--- src/rtl/bcd_entry_to_bin.sv ---
// Two-digit BCD entry register with a sequential BCD-to-binary converter.
// The digits shift in from the right, so each new digit pushes the previous
// units digit into tens. On start, a reverse double-dabble runs for one
// iteration per clock over {tens, units, 7'b0}. After seven iterations the
// low seven bits hold the binary value.
module bcd_entry_to_bin #(
  parameter int N = 7
) (
  input  logic         clk,
  input  logic         rst,
  input  logic [3:0]   digit_in,
  input  logic         digit_valid,
  input  logic         clear,
  input  logic         start,
  output logic [3:0]   tens,
  output logic [3:0]   units,
  output logic         busy,
  output logic [N-1:0] bin_out,
  output logic         bin_valid,
  output logic         digit_err
);

  localparam logic [0:0] IDLE    = 1'b0;
  localparam logic [0:0] CONVERT = 1'b1;

  localparam logic [2:0] LAST_ITER = 3'd6;

  logic [0:0]  state;
  logic [14:0] sr;
  logic [2:0]  cnt;
  logic [14:0] sr_sh;
  logic [14:0] sr_nx;
  logic        digit_ok;

  assign sr_sh    = {1'b0, sr[14:1]};
  assign digit_ok = (digit_in <= 4'd9);

  // One reverse double-dabble step: shift right, then correct each BCD field.
  always_comb begin
    sr_nx = sr_sh;
    if (sr_sh[14:11] >= 4'd8) sr_nx[14:11] = sr_sh[14:11] - 4'd3;
    if (sr_sh[10:7]  >= 4'd8) sr_nx[10:7]  = sr_sh[10:7]  - 4'd3;
  end

  // Entry, conversion control and result registers.
  always_ff @(posedge clk) begin
    if (rst) begin
      state     <= IDLE;
      sr        <= '0;
      cnt       <= '0;
      tens      <= '0;
      units     <= '0;
      busy      <= 1'b0;
      bin_out   <= '0;
      bin_valid <= 1'b0;
      digit_err <= 1'b0;
    end else begin
      digit_err <= 1'b0;
      case (state)
        IDLE: begin
          if (clear) begin
            tens      <= '0;
            units     <= '0;
            bin_valid <= 1'b0;
          end else if (start) begin
            sr        <= {tens, units, 7'b0};
            cnt       <= '0;
            busy      <= 1'b1;
            bin_valid <= 1'b0;
            state     <= CONVERT;
          end else if (digit_valid) begin
            if (digit_ok) begin
              tens      <= units;
              units     <= digit_in;
              bin_valid <= 1'b0;
            end else begin
              digit_err <= 1'b1;
            end
          end
        end
        default: begin
          // Strobes are ignored here. The held digits stay frozen for the display echo.
          sr  <= sr_nx;
          cnt <= cnt + 3'd1;
          if (cnt == LAST_ITER) begin
            bin_out   <= N'(sr_sh[6:0]);
            bin_valid <= 1'b1;
            busy      <= 1'b0;
            state     <= IDLE;
          end
        end
      endcase
    end
  end

endmodule

--- config.mk ---
export PLATFORM = sky130hd
export DESIGN_NAME = bcd_entry_to_bin
export DESIGN_NICKNAME = d
export VERILOG_FILES = /design/src/rtl/bcd_entry_to_bin.sv
export SDC_FILE = /design/constraint.sdc
export NUM_CORES = 1
export LEC_CHECK = 0
export ABC_CLOCK_PERIOD_IN_PS = 1950
export BUFFER_PORTS_ARGS = -buffer_cell sky130_fd_sc_hd__buf_2
export CAP_MARGIN = 15
export CORE_ASPECT_RATIO = 0.6
export CORE_UTILIZATION = 50
export DETAILED_ROUTE_END_ITERATION = 7
export MAX_ROUTING_LAYER = met4
export PLACE_DENSITY = 0.74
export SLEW_MARGIN = 10
export SYNTH_ARGS = -nofsm -noshare
export SYNTH_HDL_FRONTEND = slang
export SYNTH_SLANG_ARGS = --single-unit
--- constraint.sdc ---
create_clock -name clk -period 1.95 [get_ports clk]
set_input_delay 0.195 -clock clk [delete_from_list [all_inputs] [get_ports clk]]
set_output_delay 0.195 -clock clk [all_outputs]
set_load 0.03 [all_outputs]
; Word-level counts from Yosys, hierarchy flattened
; Index checks and enable logic that the tools add are counted.
[totals]
regBits = 37
out_inout_bits = 18
word_cells = 63
input_bits = 9
[op_classes]
add_sub_neg = 3
eq_ne = 4
n_bitwise = 2
reduce_logical = 11
order_cmp = 3
mux = 31
[ops]
columns = op, n
row1 = 15-bit two-way mux, 3
row2 = 4-bit two-way mux, 10
row3 = 1-bit two-way mux, 15
row4 = 3-bit two-way mux, 3
row5 = 4-bit nonzero test, 2
row6 = 3-bit AND reduction, 2
row7 = 2-bit nonzero test, 3
row8 = 5-bit OR reduction, 1
row9 = 3-bit by 4-bit greater-or-equal comparator with 1-bit output (second input constant), 1
row10 = 4-bit greater-or-equal comparator (second input constant), 1
row11 = 4-bit less-or-equal comparator (second input constant), 1
row12 = 2-bit by 1-bit inequality test with 1-bit output (second input constant), 2
row13 = 2-bit AND reduction, 2
row14 = 4-bit AND reduction, 1
row15 = 3-bit by 2-bit subtractor with 4-bit output (second input constant), 1
row16 = 4-bit by 2-bit subtractor with 4-bit output (second input constant), 1
row17 = 3-bit by 1-bit adder with 3-bit output (second input constant), 1
row18 = 3-bit equality test (second input constant), 1
row19 = 2-bit inequality test (second input constant), 1
row20 = 1-bit NOT, 2

; Longest topological paths before layout
; Gate-level depths: netlist (run 1).
[depth]
depth_word = 6
mapped_depth = 6
ltp_nobuf = 5

; Least setup slack after synthesis (run 1)
; Ideal clock, no wire load.
[synth_timing]
path_kind = reg-to-reg
start = register state
end = register units[3]
n_path_buf = 0
synth_period_minus_slack_ns = 1.423
setup_time_ns = 0.070
t_arrival_ns = 1.353
stages_incl_launch_ff = 4
path_slack_ns = 0.527
required_time_ns = 1.880
path_cell_list = dfxtp_1 > or4b_4 > or4_1 > a21oi_1
[synth_via]
elab_chain_len = 2
[synth_rtl]
columns = item, line_no
row1 = from (decl), 28  ; logic [0:0] state;
row2 = from (signal assigned), 48  ; state <= IDLE;
row3 = from (signal assigned), 70  ; state <= CONVERT;
row4 = from (signal assigned), 89  ; state <= IDLE;
row5 = 1-bit NOT (no line), --
row6 = 4-bit AND reduction (no line), --
row7 = to (signal assigned), 74  ; units <= digit_in;
row8 = to (decl), 16  ; output logic [3:0] units,
; Every way passes these cells.
; A chain may end at the register's enable or synchronous reset.

; Worst setup path in the final report (run 1)
; Same ends and word-level chain as after synthesis.

==> results.py, run 1 <==
metrics = {
    "status": {
        "outcome": "complete, no violations",
    },
    "route": {
        "drt_iter0_drc": 121,
        "ant_nets": 0,
        "drtPass1Iterations": 4,
        "routedWlPerCell_um": 13.1,
        "drt-total-wl_um": 3050,
        "num_vias": 1259,
        "drc": 0,
        "routed_via_density": 5.43,
    },
    "flow_run": {
        "maxCapViolCount": 0,
    },
    "setup_path": {
        "crit_fanout": 5,
        "worst_ep_arrival_time_ns": 1.74,
        "reg2regPathDepth": 3,
        "start_kind": "register",
        "regToRegSetupSlack_ns": 0.41,
        "worst-setup-path-type": "register to register",
        "timing.rr.start": "state",
        "end_kind": "register",
        "cp.required_ns": 2.15,
        "startpoint": "state",
        "r2r_end": "units[3]",
    },
    "synth": {
        "synthArstFlopShare_pct": 0,
        "synthTopCellsByCount": "dfxtp_1, nand2_1, a21oi_1",
        "ys_seq_area_share_pct": 48.4,
        "synth_edf_count": 0,
        "synth_cell_types": 34,
        "synth_cells": 165,
        "synth_area_sq_um": 1490,
        "synth.area.top_cells": "dfxtp_1, a21oi_1, mux2i_1",
        "synth_top_area_cell": "dfxtp_1",
        "ys_seq_elements": 36,
        "synth_nets": 178,
        "syn_area_per_cell_sq_um": 9.02,
        "yosysMostFrequentCell": "dfxtp_1",
        "synth_top_area_share_pct": 48.4,
        "yosysWarnings": 0,
        "ys.flop_type": "dfxtp_1",
    },
    "placement": {
        "gp_congestion": 0.936,
        "io_buffers": 26,
        "dp_hpwl_um": 2190,
    },
    "worst_hold_path": {
        "holdCritStartpoint": "digit_in[0]",
        "hold_path.class": "input port to register",
        "min_to": "units[0]",
        "hold_path_depth": 2,
    },
    "cts": {
        "cts_resized": 0,
        "cts_setup_buffers": 0,
        "cts.sinks": 36,
        "cts_made_buffers": 5,
        "worstSkewPairLatency_ns": 0.27,
        "cts_max_level": 2,
        "clk_pin_slew_ns": 0.07,
        "cts_root_buf": "clkbuf_8",
        "cts_buffer_depth": 2,
        "ctsHoldBuffers": 0,
        "cts_tree": "yes",
    },
    "grt": {
        "grt_max_degree": 33,
        "grt_usage_pct": 20.9,
        "antenna_found_initial": 0,
        "grt_pass1_vias": 1059,
        "grt_pass1_wl_um": 4990,
        "gr-total-overflow": 0,
    },
    "die": {
        "fp.dieW_um": 72.5,
        "rows": 14,
        "ios": 27,
        "dieArea_sq_um": 3210,
        "die_h_um": 44.3,
        "initial_utilization_pct": 55.9,
        "coreArea_sq_um": 2660,
    },
    "timing": {
        "rsz0062_at_grt": "no",
        "hold_violations": 0,
        "finalCritPeriodShare_pct": 78.7,
        "setup_violations": 0,
        "tightest_slew_ns": 0.877,
        "relSlewSlack_pct": 41.1,
        "fin_skew_ns": 0.00858,
        "slew_viol_final": 0,
        "setup_tns_ns": 0,
        "max_freq_ghz": 0.651,
        "period_minus_slack_ns": 1.54,
    },
    "finish": {
        "fin_nets": 204,
        "fill_cells": 213,
        "areaGrowthSynthToFinish_pct": 17.9,
        "seqCellArea_sq_um": 721,
        "multi_input_area_sq_um": 706,
        "drive_above_1_share_pct": 20.8,
        "antennaDiodeCount": 0,
    },
    "power_and_ir_drop": {
        "p_per_area_nw_per_um2": 864,
        "finalPower_mw": 1.52,
        "ir_drop_v": 0.000766,
        "total_leakage_power_nw": 0.761,
    },
}
-- routing by layer --
layer	track usage, %	vias up	part of all wire (%)
li1	-	630	-
met1	30.3	598	51
met2	30.1	31	45
met3	5.47	0	4.4
met4	2.35	0	0
met5	-	-	0
-- cell type report --
type | instances | area share [%]
Clock buffer | 6 | 4.13
Timing Repair Buffer | 29 | 8.70
Inverter | 5 | 1.07
Multi-Input combinational cell | 114 | 40.2
Clock inverter | 2 | 2.00
Sequential cell | 36 | 41.1
Tap cell | 40 | 2.85
-- where the power goes --
group	internal (mW)	switching (mW)
Sequential	0.751	0.0158
Clock	0.379	0.251
Combinational	0.0468	0.0721
-- metrics by stage --
stage / setup WS (ns) / hold slack [ns] / cells / cell area (sq um) / util, %
3_5_place_dp: 0.410 / 0.410 / 224 / 1650 / 61.9
2_1_floorplan: 0.527 / 0.321 / 165 / 1490 / -
3_3_place_gp: 0.437 / 0.406 / 224 / 1650 / 61.9
4_1_cts: 0.414 / 0.121 / 232 / 1760 / 65.9
5_1_grt: 0.325 / 0.119 / 232 / 1760 / 65.9
6_report: 0.414 / 0.126 / 232 / 1760 / 65.9
-- flip-flops by register name (all words and copies together), names as in the netlist --
register	cells
sr	14
bin_out	7
tens	4
units	4
cnt	3
bin_valid	1
busy	1
digit_err	1
state	1
-- cell usage in the layout, fill, tap and decap left out, types with 2 or more instances in the layout --
cell type and n:
buf_4 3, buf_2 26, nand2b_1 3, o21a_1 2, ha_1 4, a21oi_1 19, nor2b_1 2, nor2_1 13
dfxtp_1 36, nor3_1 2, a22o_1 5, clkbuf_8 5, nand3_1 9, inv_1 5, a21o_1 2, o21ai_0 2
mux2i_1 9, nand2_1 21, a32o_1 2, and3_1 2, a211oi_1 5
-- worst max-delay path by stage --
stage               end  slack (ns)  depth (start not counted)
3_5_place_dp    tens[2]        0.41                          4
2_1_floorplan  units[3]        0.53                          3
3_3_place_gp   units[3]        0.44                          3
5_1_grt         tens[1]        0.32                          3
6_report       units[3]        0.41                          3
4_1_cts        units[3]        0.41                          3
-- critical path, cell delays in order, from the launching register on --
cell and delay, ns:
dfxtp_1 0.34, or4b_4 0.57, or4_1 0.43, a21oi_1 0.13
-- kinds of logic after synthesis --
kind of cell    count (synthesis)  share of synthesized area [%]
compound gates                 39                           16.9
fa+ha+maj                       4                           3.36
buf+inv                        15                           4.20
xor+xnor                        2                           1.18
simple gates                   60                           19.9
mux                             9                           6.05
flops                          36                           48.4
(Power assumes the default switching activity.)
==> run 2, diff against run 1 <==
- ABC_AREA: not set -> 1
- ABC_CLOCK_PERIOD_IN_PS: 1950 -> 1200
- CORE_UTILIZATION: 50 -> 49
- PLACE_DENSITY: 0.74 -> 0.75
- clock period: 1.95 -> 1.2 ns (I/O delays scaled with it)
==> results.py, run 2 <==
metrics = {
    "placement": {
        "dpl_cell_area_sq_um": 1850,
        "dp_hpwl_um": 2610,
        "io_buffers": 26,
        "gp_congestion": 0.847,
        "preCtsSetupSlack_ns": 0.0619,
    },
    "setup_path": {
        "worst_ep_arrival_time_ns": 1.35,
        "end_kind": "register",
        "start_kind": "register",
        "cp.required_ns": 1.43,
        "crit_fanout": 2,
        "worst-setup-path-type": "register to register",
    },
    "die": {
        "coreArea_sq_um": 3020,
        "dieArea_sq_um": 3590,
        "fp.dieW_um": 76.7,
        "ios": 27,
        "die_h_um": 46.8,
        "rows": 15,
        "initial_utilization_pct": 54.2,
    },
    "status": {
        "outcome": "complete, no violations",
    },
    "cts": {
        "cts_root_buf": "clkbuf_8",
        "clk_pin_slew_ns": 0.08,
        "ctsHoldBuffers": 0,
        "cts_buffer_depth": 2,
        "worstSkewPairLatency_ns": 0.29,
        "cts_setup_buffers": 0,
        "cts.sinks": 36,
        "cts_max_level": 2,
        "cts_tree": "yes",
        "cts_made_buffers": 5,
    },
    "route": {
        "ant_nets": 0,
        "routed_via_density": 4.91,
        "drtPass1Iterations": 4,
        "drt_iter0_drc": 71,
        "num_vias": 1483,
        "drt-total-wl_um": 3640,
        "routedWlPerCell_um": 12.0,
        "drc": 0,
    },
    "finish": {
        "final_cell_mix": "nand2_1, dfxtp_1, inv_1, buf_2, a21oi_1",
        "top_regs": "sr (14), bin_out (7)",
        "design_area_sq_um": 1970,
        "layout_commonest_cell": "nand2_1",
        "drive_above_1_share_pct": 23.1,
        "fill_cells": 278,
        "fin_nets": 272,
        "seqCellArea_sq_um": 722,
        "regMostFlops": "sr",
        "areaGrowthSynthToFinish_pct": 20.4,
        "multi_input_area_sq_um": 743,
        "antennaDiodeCount": 0,
        "largest_reg_flops": 14,
    },
    "timing": {
        "relSlewSlack_pct": 72.8,
        "hold_violations": 0,
        "slew_viol_final": 0,
        "finalCritPeriodShare_pct": 93.4,
        "setup_tns_ns": 0,
        "tightest_slew_ns": 0.407,
        "period_minus_slack_ns": 1.12,
        "setup_violations": 0,
        "max_freq_ghz": 0.893,
        "rsz0062_at_grt": "no",
        "fin_skew_ns": 0.00480,
        "fin_ws_ns": 0.0797,
    },
    "power_and_ir_drop": {
        "ir_drop_v": 0.000922,
        "p_per_area_nw_per_um2": 1400,
        "total_leakage_power_nw": 0.911,
    },
    "synth": {
        "synth.area.top_cells": "dfxtp_1, nand2_1, a21oi_1",
        "synthTopCellsByCount": "nand2_1, dfxtp_1, inv_1",
        "synth_top_area_cell": "dfxtp_1",
        "synth_edf_count": 0,
        "synth_cell_types": 25,
        "yosysMostFrequentCell": "nand2_1",
        "syn_area_per_cell_sq_um": 7.28,
        "synth_area_sq_um": 1640,
        "ys_seq_elements": 36,
        "synth_nets": 238,
        "synthArstFlopShare_pct": 0,
        "synth_top_area_share_pct": 44.0,
        "ys_seq_area_share_pct": 44.0,
        "yosysWarnings": 0,
        "ys.flop_type": "dfxtp_1",
        "synth_cells": 225,
    },
    "flow_run": {
        "maxCapViolCount": 0,
    },
    "grt": {
        "grt_usage_pct": 23.2,
        "gr-total-overflow": 0,
        "grt_max_degree": 17,
        "antenna_found_initial": 0,
        "grt_pass1_wl_um": 5910,
        "grt_pass1_vias": 1262,
    },
    "worst_hold_path": {
        "hold_path.class": "input port to register",
    },
}
==> run 2: layer usage <==
layer	share of wire, %	global-route usage [%]	up-vias
li1	-	-	778
met1	53	31.7	654
met2	40	32.9	45
met3	5.2	5.83	6
met4	1.5	9.23	0
met5	0	-	-
==> run 2: final timing paths <==
check         startpoint         end  depth (start not counted)  slack [ns]
max               cnt[0]      cnt[1]                          4        0.08
min          digit_valid   digit_err                          3        0.09
max reg2reg       cnt[0]      cnt[1]                          4        0.08
min reg2reg   bin_out[2]  bin_out[2]                          2        0.46
==> run 2: layout make-up <==
type / count / share of cell area, %
clock inverter: 3 / 2.16
timing repair buffer: 35 / 10.8
multi-input combinational: 148 / 37.7
clock buffer: 5 / 3.49
inverter: 33 / 6.59
sequential: 36 / 36.6
tap: 42 / 2.66
==> run 2: timing repair <==
| item | CTS | global route |
|---|---|---|
| gates resized for setup | 0 | 4 |
| endpoints found under the setup margin | 0 | 17 |
| hold endpoints to repair | 0 | 0 |
==> run 2: cells by family (layout without fill, tap and decap cells) <==
logic type	after synthesis	after routing	synth area share, %
DFF	36	36	44.0
AOI/OAI and AO/OA	33	33	11.6
and+or+nand+nor	110	110	29.6
xor gates and xnor gates	1	1	0.534
buffers and inverters	41	76	11.2
adders and majority gates	4	4	3.05
==> run 2: metrics by stage <==
stage                     hold WS, ns  utilization [%]  instances  total power, mW
final                          0.0912             65.3        302             2.76
after floorplan                 0.280                -        225             1.58
after global placement          0.394             61.2        294             1.69
after global routing            0.112             65.3        302             2.86
after CTS                      0.0867             64.8        302             2.75
after detailed placement        0.391             61.2        294             1.70
==> run 2: power breakdown <==
group	leakage, nW	switching (mW)	internal, mW
combinational	0.564	0.261	0.138
clock	0.0541	0.465	0.615
sequential	0.293	0.0429	1.24
total	0.911	0.769	2.00
==> run 2: critical path: stages (launching register included) <==
cell and delay (ns):
dfxtp_1 0.33, inv_1 0.04, ha_1 0.27, or2_2 0.29
a21oi_1 0.13
==> run 3, diff against run 2 <==
- CELL_PAD_IN_SITES_DETAIL_PLACEMENT: not set -> 0
- CELL_PAD_IN_SITES_GLOBAL_PLACEMENT: not set -> 1
- CORE_UTILIZATION: 49 -> 36
- PLACE_DENSITY: 0.75 -> 0.76
==> results.py, run 3 (synthesis results as in run 2) <==
metrics = {
    "placement": {
        "dp_hpwl_um": 2720,
        "io_buffers": 26,
        "gp_congestion": 0.765,
    },
    "timing": {
        "hold_violations": 0,
        "finalCritPeriodShare_pct": 94.9,
        "relSlewSlack_pct": 73.8,
        "slew_viol_final": 0,
        "rsz0062_at_grt": "no",
        "tightest_slew_ns": 0.392,
        "fin_skew_ns": 0.00477,
        "period_minus_slack_ns": 1.14,
        "max_freq_ghz": 0.878,
        "setup_violations": 0,
        "setup_tns_ns": 0,
    },
    "power_and_ir_drop": {
        "total_leakage_power_nw": 0.952,
        "ir_drop_v": 0.000709,
        "p_per_area_nw_per_um2": 1540,
    },
    "setup_path": {
        "r2r_end": "tens[3]",
        "regToRegSetupSlack_ns": 0.06,
        "worst-setup-path-type": "register to register",
        "worst_ep_arrival_time_ns": 1.33,
        "start_kind": "register",
        "cp_slowest_cell": "dfxtp_4",
        "timing.rr.start": "state",
        "cp.required_ns": 1.39,
        "startpoint": "state",
        "reg2regPathDepth": 7,
        "cp-endpoint": "tens[3]",
        "crit_buf_inv": 2,
        "path_cells": "inv_6 -> nand2_4 -> nand2_8 -> buf_4 -> nand4_1 -> nand2_1 -> nor2_1",
        "end_kind": "register",
        "crit_fanout": 7,
        "slowest_delay_ns": 0.36,
        "crit_family": "simple AND/OR/NAND/NOR gates",
        "cp.depth": 7,
    },
    "route": {
        "drtPass1Iterations": 4,
        "drt-total-wl_um": 3950,
        "ant_nets": 0,
        "routed_via_density": 4.55,
        "routedWlPerCell_um": 12.2,
        "drc": 0,
        "drt_iter0_drc": 80,
        "num_vias": 1469,
    },
    "grt": {
        "grt_max_degree": 24,
        "grt_pass1_vias": 1289,
        "grt_pass1_wl_um": 6240,
        "grt_usage_pct": 18.6,
        "antenna_found_initial": 0,
        "gr-total-overflow": 0,
    },
    "finish": {
        "top_regs": "sr (14), bin_out (7)",
        "fin_nets": 275,
        "regMostFlops": "sr",
        "antennaDiodeCount": 0,
        "layout_commonest_cell": "nand2_1",
        "seqCellArea_sq_um": 724,
        "final_cell_mix": "nand2_1, dfxtp_1, inv_1, buf_2, a21oi_1",
        "fill_cells": 453,
        "drive_above_1_share_pct": 24.3,
        "final_util_pct": 49.0,
        "largest_reg_flops": 14,
        "areaGrowthSynthToFinish_pct": 26.6,
        "multi_input_area_sq_um": 768,
    },
    "cts": {
        "clk_pin_slew_ns": 0.08,
        "cts_made_buffers": 5,
        "cts_max_level": 2,
        "ctsHoldBuffers": 0,
        "cts_tree": "yes",
        "cts.sinks": 36,
        "cts_buffer_depth": 2,
        "cts_root_buf": "clkbuf_8",
        "worstSkewPairLatency_ns": 0.29,
    },
    "die": {
        "coreArea_sq_um": 4230,
        "initial_utilization_pct": 38.7,
        "fp.dieW_um": 89.1,
        "ios": 27,
        "rows": 18,
        "die_h_um": 54.3,
        "dieArea_sq_um": 4840,
    },
    "worst_hold_path": {
        "holdCritStartpoint": "rst",
        "hold_path_depth": 2,
        "hold_path.class": "input port to register",
    },
    "flow_run": {
        "maxCapViolCount": 0,
    },
    "status": {
        "outcome": "complete, no violations",
    },
}
run 3: cell types whose count changed in the layout (fill, tap and decap cells not counted):
| cell | previous run | this run |
|---|---|---|
| buf_4 | 7 | 10 |
| nand2_4 | 0 | 3 |
| bufinv_16 | 1 | 3 |
| clkinv_2 | 2 | 0 |
| nand2_2 | 5 | 3 |
| a21oi_1 | 23 | 22 |
| a21oi_2 | 0 | 1 |
| buf_12 | 1 | 0 |
| clkinvlp_4 | 1 | 0 |
| dfxtp_2 | 1 | 0 |
| dfxtp_4 | 0 | 1 |
| inv_4 | 0 | 1 |
run 3: worst min-delay path by stage:
stage | to | slack (ns)
floorplan | digit_err | 0.28
global placement | digit_err | 0.41
detailed placement | digit_err | 0.41
CTS | cnt[1] | 0.09
global route | cnt[1] | 0.09
finish | cnt[1] | 0.09
run 3: area by class of cell:
cell class / instances / area share [%]
flip-flops and latches: 36 / 34.9
clock inverters: 3 / 4.34
clock buffers: 5 / 3.32
multi-input cells: 149 / 37.0
well taps: 60 / 3.62
inverters: 33 / 6.33
repair buffers: 37 / 10.4
run 3: metrics by stage:
| step | cell area (sq um) | cells | worst slack (ns) | total power [mW] | hold slack, ns |
|---|---|---|---|---|---|
| after floorplan | 1640 | 225 | 0.0506 | 1.58 | 0.280 |
| after global placement | 1860 | 312 | 0.0550 | 1.69 | 0.414 |
| after detailed placement | 1860 | 312 | 0.0390 | 1.69 | 0.408 |
| after CTS | 2030 | 320 | 0.00738 | 3.19 | 0.0940 |
| after global routing | 2070 | 323 | 0.00812 | 3.33 | 0.0914 |
| final | 2070 | 323 | 0.0615 | 3.20 | 0.0886 |
run 3: metal layers:
metal	up-vias	track usage (%)	share of wire (%)
li1	782	-	-
met1	652	27.5	59
met2	29	23.7	36
met3	6	4.98	4.3
met4	0	6.35	0.91
met5	-	-	0
run 3: what timing repair did:
action,CTS,global route
setup endpoints to repair,1,12
buffers inserted,0,2
pin swaps,0,1
resized for setup,1,10
gates cloned,0,1
run 3: report_power, final:
group / internal [mW] / leakage [nW] / switching (mW)
Sequential: 1.24 / 0.293 / 0.0453
Clock: 1.04 / 0.0784 / 0.460
Combinational: 0.141 / 0.580 / 0.272
Total: 2.42 / 0.952 / 0.777
